$ cat src/rtl/if_id_skid_stage.sv
// IF/ID pipeline stage with valid/ready handshake and a 2-entry skid.
// The main register drives decode; the skid register catches the one
// entry that fetch may push while decode is stalled. in_ready is the
// inverse of the skid-valid flop, so it never depends on out_ready
// combinationally. Also provides flush, NOP bubbles and a saturating
// stall counter.
module if_id_skid_stage #(
  parameter int                ADDR_W      = 32,
  parameter int                INS_W       = 32,
  parameter logic [INS_W-1:0]  NOP_INS     = 32'h0000_0000,
  parameter int                STALL_CNT_W = 16
) (
  input  logic                   clk,
  input  logic                   reset,
  input  logic                   flush,
  input  logic                   in_valid,
  output logic                   in_ready,
  input  logic [ADDR_W-1:0]      in_pc,
  input  logic [INS_W-1:0]       in_ins,
  output logic                   out_valid,
  input  logic                   out_ready,
  output logic [ADDR_W-1:0]      out_pc,
  output logic [INS_W-1:0]       out_ins,
  output logic [STALL_CNT_W-1:0] stall_cnt,
  input  logic                   clr_stall_cnt
);

  logic                   r_main_valid;
  logic [ADDR_W-1:0]      r_main_pc;
  logic [INS_W-1:0]       r_main_ins;
  logic                   r_skid_valid;
  logic [ADDR_W-1:0]      r_skid_pc;
  logic [INS_W-1:0]       r_skid_ins;
  logic [STALL_CNT_W-1:0] r_stall_cnt;

  logic w_in_xfer;
  logic w_main_free;
  logic w_skid_load;
  logic w_stall;
  logic w_cnt_max;

  // Upstream may push only while the skid is empty; that guarantees the
  // skid is never overwritten.
  assign in_ready    = ~r_skid_valid;
  assign w_in_xfer   = in_valid & ~r_skid_valid;
  // Main register may take a new entry when empty or being consumed.
  assign w_main_free = ~r_main_valid | out_ready;
  // A push while decode holds the main entry lands in the skid.
  assign w_skid_load = w_in_xfer & r_main_valid & ~out_ready;
  assign w_stall     = r_main_valid & ~out_ready;
  assign w_cnt_max   = &r_stall_cnt;

  assign out_valid = r_main_valid;
  assign out_pc    = r_main_pc;
  assign out_ins   = r_main_ins;
  assign stall_cnt = r_stall_cnt;

  // Main register: skid has priority over fresh input to keep arrival order.
  always_ff @(posedge clk or posedge reset) begin
    if (reset) begin
      r_main_valid <= 1'b0;
      r_main_pc    <= '0;
      r_main_ins   <= NOP_INS;
    end else if (flush) begin
      r_main_valid <= 1'b0;
      r_main_pc    <= '0;
      r_main_ins   <= NOP_INS;
    end else if (w_main_free) begin
      if (r_skid_valid) begin
        r_main_valid <= 1'b1;
        r_main_pc    <= r_skid_pc;
        r_main_ins   <= r_skid_ins;
      end else if (w_in_xfer) begin
        r_main_valid <= 1'b1;
        r_main_pc    <= in_pc;
        r_main_ins   <= in_ins;
      end else begin
        // Bubble: pc keeps its last value, instruction becomes NOP.
        r_main_valid <= 1'b0;
        r_main_ins   <= NOP_INS;
      end
    end
  end

  // Skid register: filled on a stalled push, drained into main when main frees.
  always_ff @(posedge clk or posedge reset) begin
    if (reset) begin
      r_skid_valid <= 1'b0;
      r_skid_pc    <= '0;
      r_skid_ins   <= NOP_INS;
    end else if (flush) begin
      r_skid_valid <= 1'b0;
    end else if (w_main_free && r_skid_valid) begin
      r_skid_valid <= 1'b0;
    end else if (w_skid_load) begin
      r_skid_valid <= 1'b1;
      r_skid_pc    <= in_pc;
      r_skid_ins   <= in_ins;
    end
  end

  // Saturating stall counter; clear beats increment, flush is ignored.
  always_ff @(posedge clk or posedge reset) begin
    if (reset) begin
      r_stall_cnt <= '0;
    end else if (clr_stall_cnt) begin
      r_stall_cnt <= '0;
    end else if (w_stall && !w_cnt_max) begin
      r_stall_cnt <= r_stall_cnt + 1'b1;
    end
  end

endmodule
$ cat config.mk
export PLATFORM = sky130hd
export DESIGN_NAME = if_id_skid_stage
export DESIGN_NICKNAME = d
export VERILOG_FILES = /design/src/rtl/if_id_skid_stage.sv
export SDC_FILE = /design/constraint.sdc
export NUM_CORES = 1
export LEC_CHECK = 0
export CAP_MARGIN = 40
export CORE_UTILIZATION = 35
export DETAILED_ROUTE_END_ITERATION = 7
export PLACE_DENSITY = 0.67
export SYNTH_ARGS = -nofsm -noshare
export SYNTH_HDL_FRONTEND = slang
export SYNTH_SLANG_ARGS = --single-unit
export TNS_END_PERCENT = 100
$ cat constraint.sdc
create_clock -name clk -period 4.7 [get_ports clk]
set_input_delay 0.705 -clock clk [delete_from_list [all_inputs] [get_ports clk]]
set_output_delay 0.705 -clock clk [all_outputs]
set_load 0.005 [all_outputs]
After elaboration in Yosys (flattened, before gate mapping)
Index checks and enable logic that the tools add are counted.
{"block": "op_classes", "mux": 17, "n_addsub": 1, "bitwise_logic": 10, "n_reduce_logical": 10}
{"cell": "two-way mux 32 bit", "n": 8}
{"cell": "two-way mux 16 bit", "n": 2}
{"cell": "adder 16 x 1 -> 16 bit, second input constant", "n": 1}
{"cell": "AND reduction 16 bit", "n": 1}
{"cell": "two-way mux 1 bit", "n": 7}
{"cell": "nonzero test 3 bit", "n": 2}
{"cell": "inverter 1 bit", "n": 5}
{"cell": "AND 1 bit", "n": 4}
{"cell": "nonzero test 2 bit", "n": 2}
{"cell": "AND reduction 3 bit", "n": 1}
{"cell": "logical AND 1 bit", "n": 2}
{"cell": "AND reduction 2 bit", "n": 1}
{"cell": "zero test 1 bit", "n": 1}
{"cell": "bitwise OR 1 bit", "n": 1}
{"block": "totals", "reg_bits": 146, "input_bits": 70, "output_inout_bits": 82, "word_cells": 45}

Longest topological paths before layout
{"block": "logic_depth", "ltp_word": 7, "ltp_mapped": 6, "ltp_nobuf": 5}

Worst setup path after synthesis
Ideal clock, no wire load.
{"block": "synth_path", "kind": "input-to-reg", "start": "input port out_ready", "end": "register r_stall_cnt[15] (netlist: stall_cnt[15])", "stages": 5, "setup_time_ns": 0.125, "arrival_time_ns": 2.006, "required_ns": 4.575, "slack_ns": 2.569, "path_cell_list": "nand4b_4 > or3_1 > buf_2 > nor4b_1 > mux2_2"}
{"block": "synth_via", "elab_chain_len": 4}
{"element": "from (decl)", "line_no": "21", "text": "input logic out_ready,"}
{"element": "inverter 1 bit", "line_no": "50", "text": "assign w_stall = r_main_valid & ~out_ready;"}
{"element": "AND 1 bit", "line_no": "50"}
{"element": "logical AND 1 bit", "line_no": "108", "text": "end else if (w_stall && !w_cnt_max) begin"}
{"element": "nonzero test 2 bit (no line)"}
{"element": "to (signal assigned)", "line_no": "109", "text": "r_stall_cnt <= r_stall_cnt + 1'b1;"}
{"element": "to (decl)", "line_no": "34", "text": "logic [STALL_CNT_W-1:0] r_stall_cnt;"}
Every way passes these cells.
A chain may end at the register's enable or synchronous reset.

Worst setup path after layout
{"block": "layout_path", "start": "register r_skid_valid", "end": "output port in_ready"}
{"block": "layout_via", "elab_chain_len": 1}
{"element": "from (decl)", "line_no": "31", "text": "logic r_skid_valid;"}
{"element": "from (signal assigned)", "line_no": "88", "text": "r_skid_valid <= 1'b0;"}
{"element": "from (signal assigned)", "line_no": "92", "text": "r_skid_valid <= 1'b0;"}
{"element": "from (signal assigned)", "line_no": "94", "text": "r_skid_valid <= 1'b0;"}
{"element": "inverter 1 bit", "line_no": "44", "text": "assign in_ready = ~r_skid_valid;"}
{"element": "to (decl)", "line_no": "17", "text": "output logic in_ready,"}
Every way passes these cells.

==> flow_summary.yaml <==
synth:
  synthTopCellsByArea: "dfrtp_1 (58%), mux2_2 (12%), mux2i_1 (5.0%)"
  synth_area_per_cell_um2: 12.2
  synth_most_common_cell: "dfrtp_1"
  syn_area_um2: 6350
  synth_top_area_cell: "dfrtp_1"
  synth_top_area_share_pct: 57.5
  synthTopCellsByCount: "dfrtp_1 (146), mux2_2 (67), nor2_1 (40), nor3_1 (34)"
  synthArstFlopShare_pct: 100
  synth_fp_nets: 591
  ys_ff_latch: 146
  netlist_instances: 520
  yosys_warnings: 0
  synth_edf_count: 0
  synth_seq_area_share_pct: 57.5
  synth_cell_type_count: 32
  ys.flop_type: "dfrtp_1"
drt:
  wl_per_cell_um: 17.8
  drt-initial-drc-count: 252
  route.detailed.drc: 0
  ant_nets: 0
  drt-pass1-iter-count: 4
  post_drt_via_cell_ratio: 5.28
  route.vias.total: 4747
  routed_wl_mm: 16.0
cts:
  clkSinkCount: 146
  root_buffer: "clkbuf_16"
  numCtsBuffers: 17
  cts_tree: "yes"
  ctsHoldBuffers: 0
  clkSlewWorstSetupHoldPaths_ps: 60
  cts_resized: 0
  post_cts_buffers: 0
  htreeDepth: 4
  clk_latency_ps: 410
  clockBufferDepth: 2
floorplanning:
  chipWidth_um: 137
  core_um2: 17500
  fp-row-count: 48
  die_y_um: 137
  die_area_um2: 18700
  io_pins: 152
  initial_core_util_pct: 36.2
timing:
  finalHoldViolations: 0
  worst_hold_slack_ps: 497
  period_share_pct: 59.9
  fin_ws_ps: 1880
  slew_violations: 0
  tightest_slew_ps: 864
  final.setup.tns_ps: 0
  rsz0062_at_grt: "false"
  setup_violations: 0
  skew_ps: 8.18
  timing.slew.headroom_pct: 42.2
  period_minus_slack_ps: 2820
  timing.fmax_mhz: 355
place:
  placed_area_um2: 8140
  hpwl_mm: 10.4
  pre_cts_slack_ps: 1550
  io_buffers: 151
  gp_congestion: 0.787
min_path:
  hold_path_class: "reg -> reg"
final_layout:
  drive_gt1_share_pct: 18.0
  nets: 731
  area_growth_pct: 37.9
  postLayoutCellArea_um2: 8760
job:
  drv_cap: 0
grt:
  grt_pass1_vias: 5008
  grt_max_degree: 86
  grt_pass1_wl_mm: 26.0
  track_usage_pct: 18.2
  antenna_found_initial: 2
  grt_overflow: 0
critical_path:
  worstPathRequired_ps: 3990
  crit_arrival_ps: 2110
  rr_worst_depth: 6
  crit_path_start: "r_skid_valid$_DFFE_PP0P_"
  r2r-start: "out_valid$_DFFE_PP0P_"
  crit_fanout: 19
  timing.rr.end: "out_pc[30]$_DFFE_PP0P_"
  start_kind: "flop"
  crit_type: "reg -> out"
  rrSetupSlack_ps: 2430
  cp-end-kind: "output pin"
  crit_end: "in_ready"
power:
  report.power.total_mw: 3.37
  power_density_nw_per_um2: 384
  cellLeakagePower_nw: 3.67
  worst_ir_drop_vdd_uv: 263
run_status:
  status: "complete, no violations"
## area by class of cell
type	instances	area, um2
tap	225	282
fill	1546	8780
sequential	146	3660
antenna	1	2.50
clock buffer	25	526
clock inverter	7	95.1
inverter	4	20.0
timing repair buffer	162	1650
multi-input combinational	329	2520
## through the flow
step	std cells	util, %
floorplan	520	-
global route	898	49.9
finish	899	49.9
global placement	863	46.0
detailed placement	866	46.4
CTS	898	49.9
## registers in the layout, summed over array words and instances (netlist names)
register / flops
out_valid: 1
out_ins: 32
stall_cnt: 16
r_skid_ins: 32
out_pc: 32
r_skid_pc: 32
r_skid_valid: 1
## cells by family after synthesis
kind of cell | synth area share (%)
flip-flops | 57.5
AND/OR/NAND/NOR | 11.6
multiplexers | 16.9
AO/OA/AOI/OAI | 10.9
buffers and inverters | 2.90
adder cells (fa/ha/maj) | 0.197
## where the power goes
part           switching [mW]  internal, mW
Sequential             0.0988          1.44
Clock                   0.518         0.882
Combinational           0.166         0.267
## placed cells by master, fill, tap and decap left out, types with 4 or more instances in the layout
master	n
clkdlybuf4s50_1	151
a211oi_1	18
nor2_1	39
mux2i_1	32
a221oi_1	14
mux2_2	67
dfrtp_1	145
nand4_1	4
o21ai_0	5
clkbuf_16	17
nor2b_1	4
or3_1	5
a21oi_1	14
o31ai_1	8
and3_1	21
clkbuf_8	7
buf_4	7
nor3_1	34
nand2_1	8
o2bb2ai_1	32
## per-layer routing
metal  global-route usage [%]  wire, um  up-vias  part of all wire [%]
li1                         -         -     2216                     -
met1                     22.7      7090     2356                    44
met2                     29.3      7550      141                    47
met3                     5.48       965       32                   6.0
met4                     7.78       395        2                   2.5
met5                        0        13        -                 0.081
## critical path, cell delays in order (launching register included)
cell and delay [ps]:
dfrtp_4 590, inv_1 480, clkdlybuf4s50_1 620
## worst min-delay path by stage
stage / startpoint / endpoint / slack (ps) / cells after the start
after floorplan: r_skid_pc[0]$_DFFE_PP0P_ / r_skid_pc[0]$_DFFE_PP0P_ / 480 / 1
after global placement: out_pc[31]$_DFFE_PP0P_ / out_pc[31]$_DFFE_PP0P_ / 480 / 1
after detailed placement: out_pc[26]$_DFFE_PP0P_ / out_pc[26]$_DFFE_PP0P_ / 470 / 1
after CTS: out_pc[17]$_DFFE_PP0P_ / out_pc[17]$_DFFE_PP0P_ / 500 / 1
after global routing: out_pc[4]$_DFFE_PP0P_ / out_pc[4]$_DFFE_PP0P_ / 510 / 1
final: out_pc[22]$_DFFE_PP0P_ / out_pc[22]$_DFFE_PP0P_ / 500 / 1
(Power assumes the default switching activity.)
